**config.mk**
```make
export PLATFORM = sky130hd
export DESIGN_NAME = prefetch_buffer
export DESIGN_NICKNAME = d
export VERILOG_FILES = /design/src/rtl/fewcore_pkg.sv /design/src/rtl/prefetch_fifo.sv /design/src/rtl/prefetch_buffer.sv
export SDC_FILE = /design/constraint.sdc
export NUM_CORES = 1
export LEC_CHECK = 0
export ABC_AREA = 1
export CORE_ASPECT_RATIO = 1.25
export CORE_UTILIZATION = 46
export CTS_CLUSTER_SIZE = 20
export DETAILED_ROUTE_END_ITERATION = 8
export GPL_TIMING_DRIVEN = 1
export PLACE_DENSITY_LB_ADDON = 0.3
export SYNTH_ARGS = -nofsm -noshare
export SYNTH_HDL_FRONTEND = slang
export SYNTH_HIERARCHICAL = 1
export SYNTH_SLANG_ARGS = --single-unit
```
**constraint.sdc**
```tcl
create_clock -name clk -period 15.15 [get_ports clk]
set_clock_uncertainty 0.05 [all_clocks]
set_input_delay 3.7875 -clock clk [delete_from_list [all_inputs] [get_ports clk]]
set_output_delay 3.7875 -clock clk [all_outputs]
set_load 0.005 [all_outputs]
```
**src/rtl/fewcore_pkg.sv**
```systemverilog
// fewcore_pkg: shared core constants and the prefetch entry type
package fewcore_pkg;
  localparam int XLEN = 32;
  localparam int INST_BYTES = 4;
  localparam logic [XLEN-1:0] NOP_INST = 32'h0000_0013;
  typedef struct packed {
    logic [XLEN-1:0] pc;
    logic [XLEN-1:0] inst;
  } fetch_entry_t;
endpackage

```
**src/rtl/prefetch_fifo.sv**
```systemverilog
// prefetch_fifo: circular buffer of PC-tagged instruction words
module prefetch_fifo
  import fewcore_pkg::*;
#(
  parameter int DEPTH = 4,
  localparam int AW = $clog2(DEPTH)
) (
  input  logic         clk,
  input  logic         reset,
  input  logic         push,
  input  logic         pop,
  input  logic         clear,
  input  fetch_entry_t din,
  output fetch_entry_t head,
  output logic [AW:0]  count
);
  fetch_entry_t mem [DEPTH];
  logic [AW-1:0] rd_ptr, wr_ptr;
  always_ff @(posedge clk) begin
    if (reset || clear) begin
      rd_ptr <= '0;
      wr_ptr <= '0;
      count  <= '0;
    end else begin
      wr_ptr <= push ? wr_ptr + AW'(1) : wr_ptr;
      rd_ptr <= pop ? rd_ptr + AW'(1) : rd_ptr;
      count  <= count + (AW+1)'(push) - (AW+1)'(pop);
    end
  end
  always_ff @(posedge clk) begin
    if (push && !clear && !reset) mem[wr_ptr] <= din;
  end
  assign head = (count != '0) ? mem[rd_ptr] : '0;
endmodule

```
**src/rtl/prefetch_buffer.sv**
```systemverilog
// prefetch_buffer: sequential instruction prefetch with branch redirect and in-flight squash
module prefetch_buffer
  import fewcore_pkg::*;
#(
  parameter int              DEPTH    = 4,
  parameter logic [XLEN-1:0] RESET_PC = 32'h0000_0000
) (
  input  logic            clk,
  input  logic            reset,
  output logic            imem_req,
  output logic [XLEN-1:0] imem_addr,
  input  logic            imem_valid,
  input  logic [XLEN-1:0] imem_data,
  input  logic            originPc,
  input  logic [XLEN-1:0] pcBranch,
  output logic            inst_valid,
  input  logic            inst_ready,
  output logic [XLEN-1:0] inst_out,
  output logic [XLEN-1:0] pc_out
);
  localparam int AW = $clog2(DEPTH);
  logic [XLEN-1:0] fetch_pc, resp_pc, target;
  logic [AW:0] count, outstanding, drop_cnt;
  logic push, pop;
  fetch_entry_t head;
  assign target     = {pcBranch[XLEN-1:2], 2'b00};
  assign imem_req   = !reset && !originPc &&
                      (({1'b0, count} + {1'b0, outstanding}) < (AW+2)'(DEPTH));
  assign imem_addr  = fetch_pc;
  assign push       = imem_valid && (drop_cnt == '0) && !originPc;
  assign inst_valid = !reset && !originPc && (count != '0);
  assign pop        = inst_valid && inst_ready;
  assign inst_out   = head.inst;
  assign pc_out     = head.pc;
  always_ff @(posedge clk) begin
    if (reset) begin
      fetch_pc    <= RESET_PC;
      resp_pc     <= RESET_PC;
      outstanding <= '0;
      drop_cnt    <= '0;
    end else begin
      outstanding <= outstanding + (AW+1)'(imem_req) - (AW+1)'(imem_valid);
      fetch_pc    <= originPc ? target : imem_req ? fetch_pc + XLEN'(INST_BYTES) : fetch_pc;
      resp_pc     <= originPc ? target : push ? resp_pc + XLEN'(INST_BYTES) : resp_pc;
      drop_cnt    <= originPc ? outstanding - (AW+1)'(imem_valid)
                              : drop_cnt - (AW+1)'(imem_valid && (drop_cnt != '0));
    end
  end
  prefetch_fifo #(.DEPTH(DEPTH)) u_fifo (
    .clk   (clk),
    .reset (reset),
    .push  (push),
    .pop   (pop),
    .clear (originPc),
    .din   ({resp_pc, imem_data}),
    .head  (head),
    .count (count)
  );
endmodule
```
==> summary.txt <==
status -> finished clean
Buf/Inv on CP -> 4
Rel. slew slack -> 18.49%
Ys Warns -> 6
port buffer count -> 162
final cell count without fillers -> 2,479
final worst path period need -> 9.441 ns
CTS tree -> done
Cells after Synth -> 1,841
# Post-CTS Setup Buffers -> 0
Critical Path Source Type -> input port
layout cell share with drive strength beyond 1 -> 5.619%
hold buffers post-CTS -> 0
num ports -> 167
largest net degree at the start of global routing -> 113
Clock transition at path regs -> 0.07 ns
Core Box Area -> 34,330 sq um
worst hold start -> u_fifo/rd_ptr[1]
EDFF count, synth -> 256
total track usage -> 20.98%
cell mode on critical path -> buf_4
initial antenna violation count -> 0
final hold violations -> 0
worst slew pin tran -> 1.223 ns
Worst EP required -> 11.31 ns
Hold Crit Class -> reg -> reg
ranking of synthesized cells by area -> edfxtp_1, nand2_1, dfxtp_1, inv_1, nand3_1
Placed Instances -> 2,423
Die Ht -> 210.5 microns
DP HPWL -> 22,980 microns
P&R area growth vs syn -> 19.13%
commonest non-fill, non-tap cell in the layout -> nand2_1
most frequent cells in the layout -> nand2_1, inv_1, edfxtp_1
wire length per cell -> 15.00 microns
Sink Count -> 331
Worst path slowest cell -> clkdlybuf4s50_1
CP arrival -> 5.60 ns
H-tree lvl count -> 2
root buffer cell -> clkbuf_16
CP Capture Type -> output pin
Cell Chain, Critical Path -> buf_2 > buf_4 > nor2_8 > nand2_2 > nor2_4 > buf_4 > clkdlybuf4s50_1
Starting Density -> 46.62%
leakage power -> 7.871 nW
setup TNS -> 0 ns
WL final -> 37,180 microns
# resized after CTS -> 0
Top delay family on crit path -> buffers and inverters
vias in the first global route -> 11,740
maximum VDD drop -> 0.06634 mV
clk_lat worst skew -> 0.52 ns
CP max FO -> 56
top_reg_cell synth -> edfxtp_1
Max Freq -> 105.9 MHz
max incr delay on CP -> 0.58 ns
total clock buffers created by CTS -> 35
fin crit share -> 62.32%
pwr dens -> 106.8 nW/um^2
setup violators final -> 0
grt ovf -> 0
Post-Syn Area -> 16,000 sq um
Final ANT Viol Nets -> 0
worst r2r src -> drop_cnt[2]
Seq/Total Area, Yosys -> 57.42%
DRC violations left -> 0
Clock Path Buffers -> 3
unrepaired setup endpoints after global routing -> no
Yosys top cell area share -> 48.03%
Die Wd -> 168.8 microns
Vias per Instance -> 4.929
post-synth top area cell -> edfxtp_1
Slew Limit Fails -> 0
Worst Setup SP -> reset
Layout Nets -> 2,079
first-pass GRT wire length -> 58,410 microns
FP Rows -> 76
Mean Syn Cell Area -> 8.693 sq um
Setup CP Type -> in -> out
Max Cap Viol -> 0
routed vias -> 12,220
die area -> 35,550 sq um
Ant. Diodes -> 0
drt pass-1 iters -> 6
Synth Register Bits -> 331
Iter 0 DRT Violations -> 655
Placer Congestion -> 0.9093
Cell variety after synth -> 37
ys async rst share -> 0%
-- per-stage QoR --
step / util [%] / total power, mW / cell area, sq um / setup slack [ns] / hold WS, ns
global route: 55.54 / 2.106 / 19070 / 5.627 / 0.4426
detailed placement: 52.23 / 1.201 / 17930 / 5.702 / 0.3855
finish: 55.54 / 2.036 / 19070 / 5.709 / 0.4101
global placement: 52.23 / 1.196 / 17930 / 5.702 / 0.3680
floorplan: - / 1.132 / 16040 / 6.830 / 0.3617
CTS: 55.54 / 2.053 / 19070 / 5.696 / 0.4048
-- synthesized netlist by cell type (3+ instances only) --
master and number:
nor2_4 8, buf_2 40, nand3b_1 4, o22ai_1 3, inv_2 6, buf_4 3, a21oi_2 7, ha_1 16
dfxtp_1 75, o21ai_0 34, xor2_1 11, xnor2_1 6, buf_6 15, nand4_1 5, nor3_1 4, clkbuf_1 11
and2_1 5, inv_1 366, edfxtp_1 256, o21ai_1 5, nor2_2 6, nor2_1 93, nand3_1 188, nand2_2 7
nand2_1 527, a31oi_1 11, a21oi_1 114
-- final cells by class --
type,instances,area (sq um)
clock buffer,41,950.9
clock inverter,15,186.4
fill,2978,15260
inverter,373,1404
multi-input combinational,1077,5044
sequential,331,9194
tap,468,585.6
timing repair buffer,174,1702
-- final timing paths --
kind / endpoint / cells after the start / slack (ns)
min reg2reg: u_fifo/rd_ptr[1] / 1 / 0.41
min: u_fifo/rd_ptr[1] / 1 / 0.41
max reg2reg: u_fifo/mem[0][19] / 8 / 12.19
max: imem_req / 7 / 5.71
-- sequential cells by signal (all words and copies together), names as in the netlist, named ones only --
signal	flops
drop_cnt	3
u_fifo/rd_ptr	2
imem_addr	30
outstanding	3
u_fifo/wr_ptr	2
resp_pc	30
u_fifo/mem	256
u_fifo/count	3
-- report_power, final --
part | leakage (nW) | total, mW | switching, mW | internal (mW)
logic | 4.36 | 0.156 | 0.0867 | 0.0688
registers | 2.95 | 1.03 | 0.0270 | 1.00
clock network | 0.560 | 0.854 | 0.338 | 0.516
total | 7.87 | 2.04 | 0.452 | 1.58
-- cells by family after synthesis --
| group | count (synthesis) | synth area share (%) |
|---|---|---|
| and+or+nand+nor | 854 | 22.76 |
| buffers and inverters | 442 | 11.47 |
| DFF | 331 | 57.42 |
| AOI/OAI and AO/OA | 178 | 5.903 |
| adders and majority gates | 18 | 1.501 |
| xor gates and xnor gates | 17 | 0.9303 |
| other | 1 | 0.02343 |
-- layer usage --
metal	routed length [microns]	part of all wire [%]	track usage, %
met1	15310	41	24.90
met2	18560	50	37.75
met3	2096	5.6	3.192
met4	1221	3.3	8.558
met5	0	0	0
-- worst register-to-register path, stage by stage (launching register included) --
cell	delay (ns)
dfxtp_1	0.32
inv_1	0.09
nand3_2	0.10
nor2_4	0.33
inv_2	0.13
nor2_8	0.26
nand2_1	0.29
nor2_4	0.16
buf_4	0.75
No activity file was read; power rests on OpenSTA's default activity.
